`src/rtl/intc_hwint_if.sv`:
```
// Processor-bus register window between the system bridge and intc_hwint.
// The bridge drives the master side; the interrupt controller is the slave.
interface intc_hwint_if;
  logic        sel;
  logic        we;
  logic [1:0]  addr;
  logic [31:0] wd;
  logic [31:0] rd;

  modport master (output sel, output we, output addr, output wd, input rd);
  modport slave  (input sel, input we, input addr, input wd, output rd);
endinterface

```
`src/rtl/intc_hwint.sv`:
```
// Six-source interrupt controller driving CPU HWInt[7:2]: pending latch, mask, priority id, event counter.
// Define INTC_EDGE_EN to build the MODE register, edge detection and W1C clearing.
module intc_hwint #(
  parameter int          NSRC       = 6,
  parameter logic [5:0]  RESET_MASK = 6'h00
) (
  input  logic               clk,
  input  logic               reset,
  intc_hwint_if.slave        bus,
  input  logic [NSRC-1:0]    irq_src,
  output logic [NSRC-1:0]    HWInt,
  output logic [2:0]         irq_id
);

  logic [NSRC-1:0] src_q, src_d;
  logic [NSRC-1:0] pend_q, pend_d;
  logic [NSRC-1:0] mask_q, mask_d;
  logic [15:0]     cnt_q, cnt_d;
  logic            wr_en;
  logic            unused_wd;

  assign wr_en     = bus.sel & bus.we;
  assign unused_wd = ^bus.wd[31:NSRC];

`ifdef INTC_EDGE_EN
  logic [NSRC-1:0] src_p_q, src_p_d;
  logic [NSRC-1:0] mode_q, mode_d;
  logic [NSRC-1:0] rise;
  logic [NSRC-1:0] w1c;

  always_comb begin
    src_p_d = src_q;
    mode_d  = mode_q;
    if (wr_en && bus.addr == 2'd2) mode_d = bus.wd[NSRC-1:0];
    w1c  = (wr_en && bus.addr == 2'd1) ? bus.wd[NSRC-1:0] : '0;
    rise = src_q & ~src_p_q;
    // A rising edge in the same cycle as W1C keeps the bit set.
    for (int i = 0; i < NSRC; i++) begin
      pend_d[i] = mode_q[i] ? (rise[i] | (pend_q[i] & ~w1c[i])) : src_q[i];
    end
  end

  always_ff @(posedge clk) begin
    if (reset) begin
      src_p_q <= '0;
      mode_q  <= '0;
    end else begin
      src_p_q <= src_p_d;
      mode_q  <= mode_d;
    end
  end
`else
  always_comb begin
    pend_d = src_q;
  end
`endif

  always_comb begin
    src_d  = irq_src;
    mask_d = mask_q;
    if (wr_en && bus.addr == 2'd0) mask_d = bus.wd[NSRC-1:0];
    // Clearing by a STATUS write overrides a coincident increment.
    cnt_d = cnt_q;
    if (wr_en && bus.addr == 2'd3) begin
      cnt_d = '0;
    end else if (|(pend_d & ~pend_q) && cnt_q != 16'hFFFF) begin
      cnt_d = cnt_q + 16'd1;
    end
  end

  always_ff @(posedge clk) begin
    if (reset) begin
      src_q  <= '0;
      pend_q <= '0;
      mask_q <= RESET_MASK[NSRC-1:0];
      cnt_q  <= '0;
    end else begin
      src_q  <= src_d;
      pend_q <= pend_d;
      mask_q <= mask_d;
      cnt_q  <= cnt_d;
    end
  end

  assign HWInt = pend_q & mask_q;

  // Lowest asserted index wins; scanning downward leaves it last-assigned.
  always_comb begin
    irq_id = 3'd7;
    for (int i = NSRC - 1; i >= 0; i--) begin
      if (HWInt[i]) irq_id = 3'(i);
    end
  end

  always_comb begin
    bus.rd = '0;
    if (bus.sel) begin
      case (bus.addr)
        2'd0: bus.rd = {{(32-NSRC){1'b0}}, mask_q};
        2'd1: bus.rd = {{(32-NSRC){1'b0}}, pend_q};
`ifdef INTC_EDGE_EN
        2'd2: bus.rd = {{(32-NSRC){1'b0}}, mode_q};
`else
        2'd2: bus.rd = '0;
`endif
        default: bus.rd = {cnt_q, 13'b0, irq_id};
      endcase
    end
  end

endmodule
```
`src/flat_wrapper.sv`:
```
// flat-port wrapper written by rule: the top's interface ports become plain ports
module intc_hwint_flat 
#(
  parameter int          NSRC       = 6,
  parameter logic [5:0]  RESET_MASK = 6'h00
)
  (clk, reset, irq_src, HWInt, irq_id, bus_sel, bus_we, bus_addr, bus_wd, bus_rd);
  intc_hwint_if bus_i ();
  input  logic clk;
  input  logic reset;
  input  logic [NSRC-1:0] irq_src;
  output logic [NSRC-1:0] HWInt;
  output logic [2:0] irq_id;
  input wire logic [$bits(bus_i.sel)-1:0] bus_sel;
  input wire logic [$bits(bus_i.we)-1:0] bus_we;
  input wire logic [$bits(bus_i.addr)-1:0] bus_addr;
  input wire logic [$bits(bus_i.wd)-1:0] bus_wd;
  output wire logic [$bits(bus_i.rd)-1:0] bus_rd;
  assign bus_i.sel = bus_sel;
  assign bus_i.we = bus_we;
  assign bus_i.addr = bus_addr;
  assign bus_i.wd = bus_wd;
  assign bus_rd = bus_i.rd;
  intc_hwint #(.NSRC(NSRC), .RESET_MASK(RESET_MASK)) u_core (.clk(clk), .reset(reset), .bus(bus_i), .irq_src(irq_src), .HWInt(HWInt), .irq_id(irq_id));
endmodule
```
`config.mk`:
```
export PLATFORM = sky130hd
export DESIGN_NAME = intc_hwint_flat
export DESIGN_NICKNAME = d
export VERILOG_FILES = /design/src/rtl/intc_hwint_if.sv /design/src/rtl/intc_hwint.sv /design/src/flat_wrapper.sv
export SDC_FILE = /design/constraint.sdc
export NUM_CORES = 1
export LEC_CHECK = 0
export BUFFER_PORTS_ARGS = -buffer_cell sky130_fd_sc_hd__buf_2
export CAP_MARGIN = 20
export CORE_MARGIN = 2
export CORE_UTILIZATION = 42
export CTS_CLUSTER_DIAMETER = 100
export DETAILED_ROUTE_END_ITERATION = 8
export PLACE_DENSITY = 0.83
export SYNTH_ARGS = -nofsm -noshare
export SYNTH_HDL_FRONTEND = slang
export SYNTH_SLANG_ARGS = --single-unit
```
`constraint.sdc`:
```
create_clock -name clk -period 1.85 [get_ports clk]
set_input_delay 0.37 -clock clk [delete_from_list [all_inputs] [get_ports clk]]
set_output_delay 0.37 -clock clk [all_outputs]
set_load 0.005 [all_outputs]
```
# == Word level (Yosys, flattened, before mapping) ==
# Index checks and enable logic that the tools add are counted.
# totals
regBits,34
latch_bits,0
ramBits,0
rom_bits,0
in_bits,44
output_inout_bits,41
elab_cells,27
memories,0
# op_classes
addsub,1
n_mul,0
n_div,0
n_lt_le_gt_ge,0
n_eq_ne,4
n_shift,0
n_mux,8
bitwise,4
reduce_logical,6
# op_table
op,n
$pmux 32 s3,1
$mux 32,1
$add 16x1->16 const B,1
$ne 16x16->1 const B,1
$and 6x6->6,2
$mux 3,4
$not 6->6,1
$reduce_or 6->1,1
$eq 2x2->1 const B,2
$mux 2,2
$logic_and 1x1->1,3
$eq 2x1->1 const B,1
$logic_not 2->1,1
$reduce_or 2->1,1
$and 1x1->1,1

# == Logic depth before layout (Yosys ltp) ==
# Gate-level depths: netlist of run 1.
# logic_depth
word_depth,9
depth_mapped,8
ltp_nobuf,6

# == Worst setup path after synthesis of run 1 ==
# No wires, ideal clock.
# synth_timing
kind,register to register
start,register u_core.cnt_q[0]
end,register u_core.cnt_q[9]
setup_time_ns,0.070
arrival_ns,1.791
required_time_ns,1.780
setup_slack_ns,-0.012
path_stages_with_launch,8
path_buffers,1
period_less_slack_ns,1.862
path_cell_list,dfxtp_1 ha_1 and4_1 and3_4 and2_4 buf_6 or4_1 a21oi_1
# synth_between
elab_chain_len,2
elab_cells_between_ends,3
cone_classes,add/sub: 1; eq/ne: 1; reduce/logical: 1
# synth_lines
item,line_no,rtl
start: declaration,intc_hwint.sv:18,"logic [15:0] cnt_q, cnt_d;"
start signal: assignment,intc_hwint.sv:81,cnt_q <= cnt_d;
"parallel branches: the longest is 2 deep, another holds $add 16x1->16",-,
# Parallel ways; which one is timed is not known.
# A chain may end at the register's enable or synchronous reset.

# == Worst setup path after layout of run 1 ==
# layout_timing
start,register u_core.pend_q[1]
end,output port bus_rd[2]
# layout_between
elab_chain_len,5
# layout_lines
item,line_no,rtl
start: declaration,intc_hwint.sv:16,"logic [NSRC-1:0] pend_q, pend_d;"
start signal: assignment,intc_hwint.sv:79,pend_q <= pend_d;
$and 6x6->6,intc_hwint.sv:85,assign HWInt = pend_q & mask_q;
$mux 3 (2 in a row),intc_hwint.sv:91,if (HWInt[i]) irq_id = 3'(i);
$pmux 32 s3,intc_hwint.sv:98,case (bus.addr)
$mux 32,intc_hwint.sv:97,if (bus.sel) begin
end: declaration,flat_wrapper.sv:18,output wire logic [$bits(bus_i.rd)-1:0] bus_rd;
# No other way between the ends.

==> impl_metrics.toml, run 1 <==
[final_layout]
drive_gt1_frac = 0.346
diodes = 0
nFillCells = 383
area_delta_synth_final_pct = 28.9
utilization = 0.556
final_area_um2 = 2400
nets = 333

[synthesis]
synth.most_common_cell = "dfxtp_1"
synth_cells = 227
syn-cell-area_um2 = 1860
synth_edf_count = 0
synth_top_cell_area_share = 0.365
yosysWarnings = 0
synth.distinct_cells = 41
netlist_top_cells_count = "dfxtp_1, nor2_1, and2_1"
synthArstFlopShare = 0
ys_seq_area_frac = 0.365
avgSynthCellArea_um2 = 8.21
synth-seq-cells = 34
ys.flop_type = "dfxtp_1"
synthTopCellsByArea = "dfxtp_1, and2_1, mux2i_1"
synth_area_leader_cell = "dfxtp_1"

[sta]
period_needed_ps = 1860
fin_ws_ps = -8.88
skew_ps = 4.99
setup_viol = 1
hold_slack_ps = 288
fmax_mhz = 538
finalSetupTns_ps = -8.88
worst_pin_slew_ps = 546
finalCritPeriodShare = 1.00
slew_headroom = 0.633
slew_violations = 0
hold_violations = 0
grt_setup_unrepaired = "yes"

[power_and_ir_drop]
p_leak_nw = 1.09
p_per_area_nw_per_um2 = 735
vdd_drop_max_mv = 0.432

[worst_setup_path]
critPathLaunch = "u_core.pend_q[1]"
cp_max_fo = 4
timing_worst_setup_path_type = "reg2out"
slowest_delay_ps = 330
reg2reg_from = "u_core.cnt_q[0]"
cp_top_family = "simple AND/OR/NAND/NOR gates"
cp_num_buf_inv = 1
crit_arrival_ps = 1490
critical_path.cell_chain = "and2_4 > nand2b_4 > o32ai_1 > and2_1 > buf_2"
worstSetupEndpointType = "output pin"
crit_path_start_kind = "flip-flop"
critical_path_required_ps = 1480
crit_slowest_cell = "dfxtp_1"

[route]
totalWireLength_um = 4700
drt-initial-drc-count = 184
wl_per_cell_um = 13.8
route.detailed.drc = 0
dr_total_vias = 1850
detail_route.vias_per_cell = 5.43
drtAntennaViolNets = 0
drt_pass1_iterations = 4

[floorplanning]
ios = 85
dieWidth_um = 70.6
die_area_um2 = 4980
rows = 24
core-area_um2 = 4320
start_util = 0.431
die_h_um = 70.6

[global_route]
antenna_found_initial = 0
grt_overflow = 0
grt_max_degree = 22
first_global_vias = 1686
track_usage = 0.180
grt_pass1_wl_um = 7410

[clock_tree]
clk_pin_slew_worst_paths_ps = 70
cts_hold_buf = 0
root_buffer = "clkbuf_8"
cts_buffer_depth = 2
cts_tree = "yes"
cts_max_level = 2
clk_latency_ps = 290
clock-sinks = 34
cts_inserted_buffers = 5

[place]
place_congestion = 0.863
preCtsSetupSlack_ps = 36.7
placed_area_um2 = 2170
port_buffers = 48
dp_hpwl_um = 3230

[min_path]
worstHoldStart = "irq_src[2]"
hold_class = "in2reg"

[flow_run]
max_cap_viol_count = 0

[outcome]
failed_checks = "setup timing"
status = "finished, violations left"
cell families after synthesis:
family                   Yosys count  synth area share
AND/OR/NAND/NOR                  106             0.315
AO/OA/AOI/OAI                     41             0.148
flip-flops                        34             0.365
buffers and inverters             31            0.0933
multiplexers                      13            0.0698
adder cells (fa/ha/maj)            1           0.00671
other                              1           0.00201
layout by cell type, fill, tap and decap left out, types with 2 or more instances in the layout:
cell	n
and2_1	19
bufinv_16	2
nand4_1	5
a21oi_1	8
a21oi_2	5
dfxtp_1	29
and2_4	6
nand3_1	9
or4_1	4
buf_2	48
o22ai_1	3
or4_4	4
nand2_1	15
conb_1	10
o21ai_0	2
nand2b_1	2
buf_4	17
o21ai_1	2
o32ai_1	3
o31ai_1	9
or3_1	3
nor3_2	2
clkbuf_8	5
mux2i_1	13
nor2b_1	6
dfxtp_2	5
inv_1	10
nor2_1	23
and3_1	3
cell type report:
| type | count | area [um2] | share of cell area |
|---|---|---|---|
| multi-input cells | 172 | 1110 | 0.461 |
| flip-flops and latches | 34 | 687 | 0.286 |
| repair buffers | 65 | 368 | 0.153 |
| clock buffers | 5 | 68.8 | 0.0286 |
| clock inverters | 3 | 68.8 | 0.0286 |
| well taps | 52 | 65.1 | 0.0271 |
| inverters | 10 | 37.5 | 0.0156 |
metal layers:
metal	wire length, um	track usage
met1	2030	0.221
met2	2350	0.313
met3	251	0.0313
met4	62	0.0692
met5	0	0
flip-flops by register name (all words and copies together) (netlist names):
register	cells
u_core.mask_q	6
u_core.cnt_q	16
u_core.pend_q	6
u_core.pend_d	6
metrics by stage:
stage,cells,power [mW]
after floorplan,236,0.891
after global placement,329,0.939
after detailed placement,329,0.943
after CTS,337,1.77
after global routing,341,1.82
final,341,1.77
report_power, final:
group	internal (mW)	total [mW]	switching, mW
registers	0.754	0.768	0.0142
clock network	0.540	0.832	0.292
logic	0.0724	0.166	0.0935
total	1.37	1.77	0.399
worst paths after layout:
path                            to  slack (ps)  cells after the start
hold / removal    u_core.pend_d[2]         290                      2
setup / recovery         bus_rd[2]          -9                      5
setup reg to reg   u_core.cnt_q[6]         110                      6
hold reg to reg   u_core.pend_q[5]         420                      2
what timing repair did:
action / in CTS / in global routing
setup endpoints to repair: 3 / 13
gates resized for setup: 4 / 18
pin swaps: 1 / 3
buffers inserted: 0 / 3
gates cloned: 0 / 1
(Power assumes the default switching activity.)
==> inputs of run 2 (changes only) <==
--- a/config.mk
+++ b/config.mk
@@ -8,10 +8,10 @@
 export BUFFER_PORTS_ARGS = -buffer_cell sky130_fd_sc_hd__buf_2
 export CAP_MARGIN = 20
 export CORE_MARGIN = 2
-export CORE_UTILIZATION = 42
+export CORE_UTILIZATION = 50
 export CTS_CLUSTER_DIAMETER = 100
 export DETAILED_ROUTE_END_ITERATION = 8
-export PLACE_DENSITY = 0.83
+export PLACE_DENSITY = 0.92
 export SYNTH_ARGS = -nofsm -noshare
 export SYNTH_HDL_FRONTEND = slang
 export SYNTH_SLANG_ARGS = --single-unit
==> constraint.sdc (replaced) <==
create_clock -name clk -period 2.2 [get_ports clk]
set_input_delay 0.44 -clock clk [delete_from_list [all_inputs] [get_ports clk]]
set_output_delay 0.44 -clock clk [all_outputs]
set_load 0.005 [all_outputs]
==> run 2 against run 1 <==
The run now ends clean. Sequential power is 15% lower. Worst hold slack better by 69 ps. Final area is 8.5% lower. Cell count is 5.6% lower. Routed wire length is 11% lower. Critical path depth is 1 higher. Power is 24% lower. Via count is 6.2% lower. Die area is 15% lower. Worst setup slack better by 190 ps. Clock-buffer cell count stayed put. First-iteration DRC count is 61% lower.
==> impl_metrics.toml, run 2 (synthesized netlist as in run 1, its figures left out) <==
[worst_setup_path]
crit_slowest_cell = "or4_1"
cp_max_fo = 20
worstSetupEndpointType = "flip-flop"
slowest_delay_ps = 500
crit_arrival_ps = 2230
critical_path.cell_chain = "ha_1 > and4_1 > and3_4 > and2_4 > or4_1 > a21oi_1"
timing_worst_setup_path_type = "reg2reg"
reg2reg_slack_ps = 190
critical_path_required_ps = 2420
crit_path_start_kind = "flip-flop"

[clock_tree]
clk_latency_ps = 290
cts_resized = 0
clock-sinks = 34
cts_hold_buf = 0
cts_setup_buffers = 0
cts_max_level = 2
cts_buffer_depth = 2
cts_tree = "yes"
cts_inserted_buffers = 5
clk_pin_slew_worst_paths_ps = 70
root_buffer = "clkbuf_8"

[floorplanning]
die_h_um = 65.0
ios = 85
die_area_um2 = 4230
core-area_um2 = 3630
start_util = 0.513
rows = 22
dieWidth_um = 65.0

[power_and_ir_drop]
power.share.switching = 0.244
comb_power_share = 0.088
switchingPower_mw = 0.330
pwr-share-seq = 0.481
p_clk_frac = 0.431
p_leak_nw = 0.980
intPower_mw = 1.02
p_total_mw = 1.35
p_per_area_nw_per_um2 = 614
vdd_drop_max_mv = 0.503

[sta]
finalSetupTns_ps = 0
fmax_mhz = 496
period_needed_ps = 2010
skew_ps = 4.12
setup_viol = 0
hold_violations = 0
fin_ws_ps = 186
hold_slack_ps = 357
slew_headroom = 0.578
grt_setup_unrepaired = "no"
worst_pin_slew_ps = 630
finalCritPeriodShare = 0.916
slew_violations = 0

[route]
detail_route.vias_per_cell = 5.39
wl_per_cell_um = 13.0
drtAntennaViolNets = 0
drt-initial-drc-count = 71
totalWireLength_um = 4190
drt_pass1_iterations = 4
route.detailed.drc = 0
dr_total_vias = 1736

[min_path]
hold_class = "in2reg"

[place]
place_inst = 314
dp_hpwl_um = 2980
place_congestion = 0.844
port_buffers = 48
preCtsSetupSlack_ps = 267
placed_area_um2 = 2080

[global_route]
antenna_found_initial = 0
first_global_vias = 1528
grt_max_degree = 22
track_usage = 0.207
grt_pass1_wl_um = 6790
grt_overflow = 0

[final_layout]
final_area_um2 = 2200
final_cells = 322
regMostFlops = "u_core.cnt_q"
area_delta_synth_final_pct = 17.9
utilization = 0.605
nets = 318
drive_gt1_frac = 0.234
layout_commonest_cell = "buf_2"
diodes = 0
largest_reg_flops = 16
mostFrequentLayoutCells = "buf_2, dfxtp_1, nor2_1"

[flow_run]
max_cap_viol_count = 0

[outcome]
status = "complete, no violations"
run 2: critical path: cells and delay by family (launching register included):
| family | cells | cell delay, ps |
|---|---|---|
| and+or+nand+nor | 4 | 1140 |
| AOI/OAI and AO/OA | 1 | 180 |
| DFF | 1 | 360 |
| adders and majority gates | 1 | 260 |
run 2: path summary, 6_finish.rpt:
check	to	start	depth (start not counted)
setup / recovery	u_core.cnt_q[3]	u_core.cnt_q[0]	6
hold / removal	u_core.pend_d[1]	irq_src[1]	2
setup reg to reg	u_core.cnt_q[3]	u_core.cnt_q[0]	6
hold reg to reg	u_core.pend_q[1]	u_core.pend_d[1]	2
run 2: area by class of cell:
class / count / area (um2)
timing repair buffer: 51 / 263
sequential: 34 / 681
clock buffer: 5 / 68.8
fill: 329 / 1440
inverter: 10 / 37.5
tap: 48 / 60.1
multi-input combinational: 171 / 1040
clock inverter: 3 / 45.0
run 2: power groups by stage:
stage	logic, mW	clock network [mW]	registers (mW)
floorplan	0.0914	0	0.658
global placement	0.114	0	0.661
detailed placement	0.117	0	0.662
CTS	0.118	0.588	0.648
global route	0.133	0.612	0.650
finish	0.119	0.582	0.649
run 2: metal layers:
layer,track usage,routed length [um]
met1,0.246,1860
met2,0.356,2030
met3,0.0469,180
met4,0.0938,109
met5,0,0
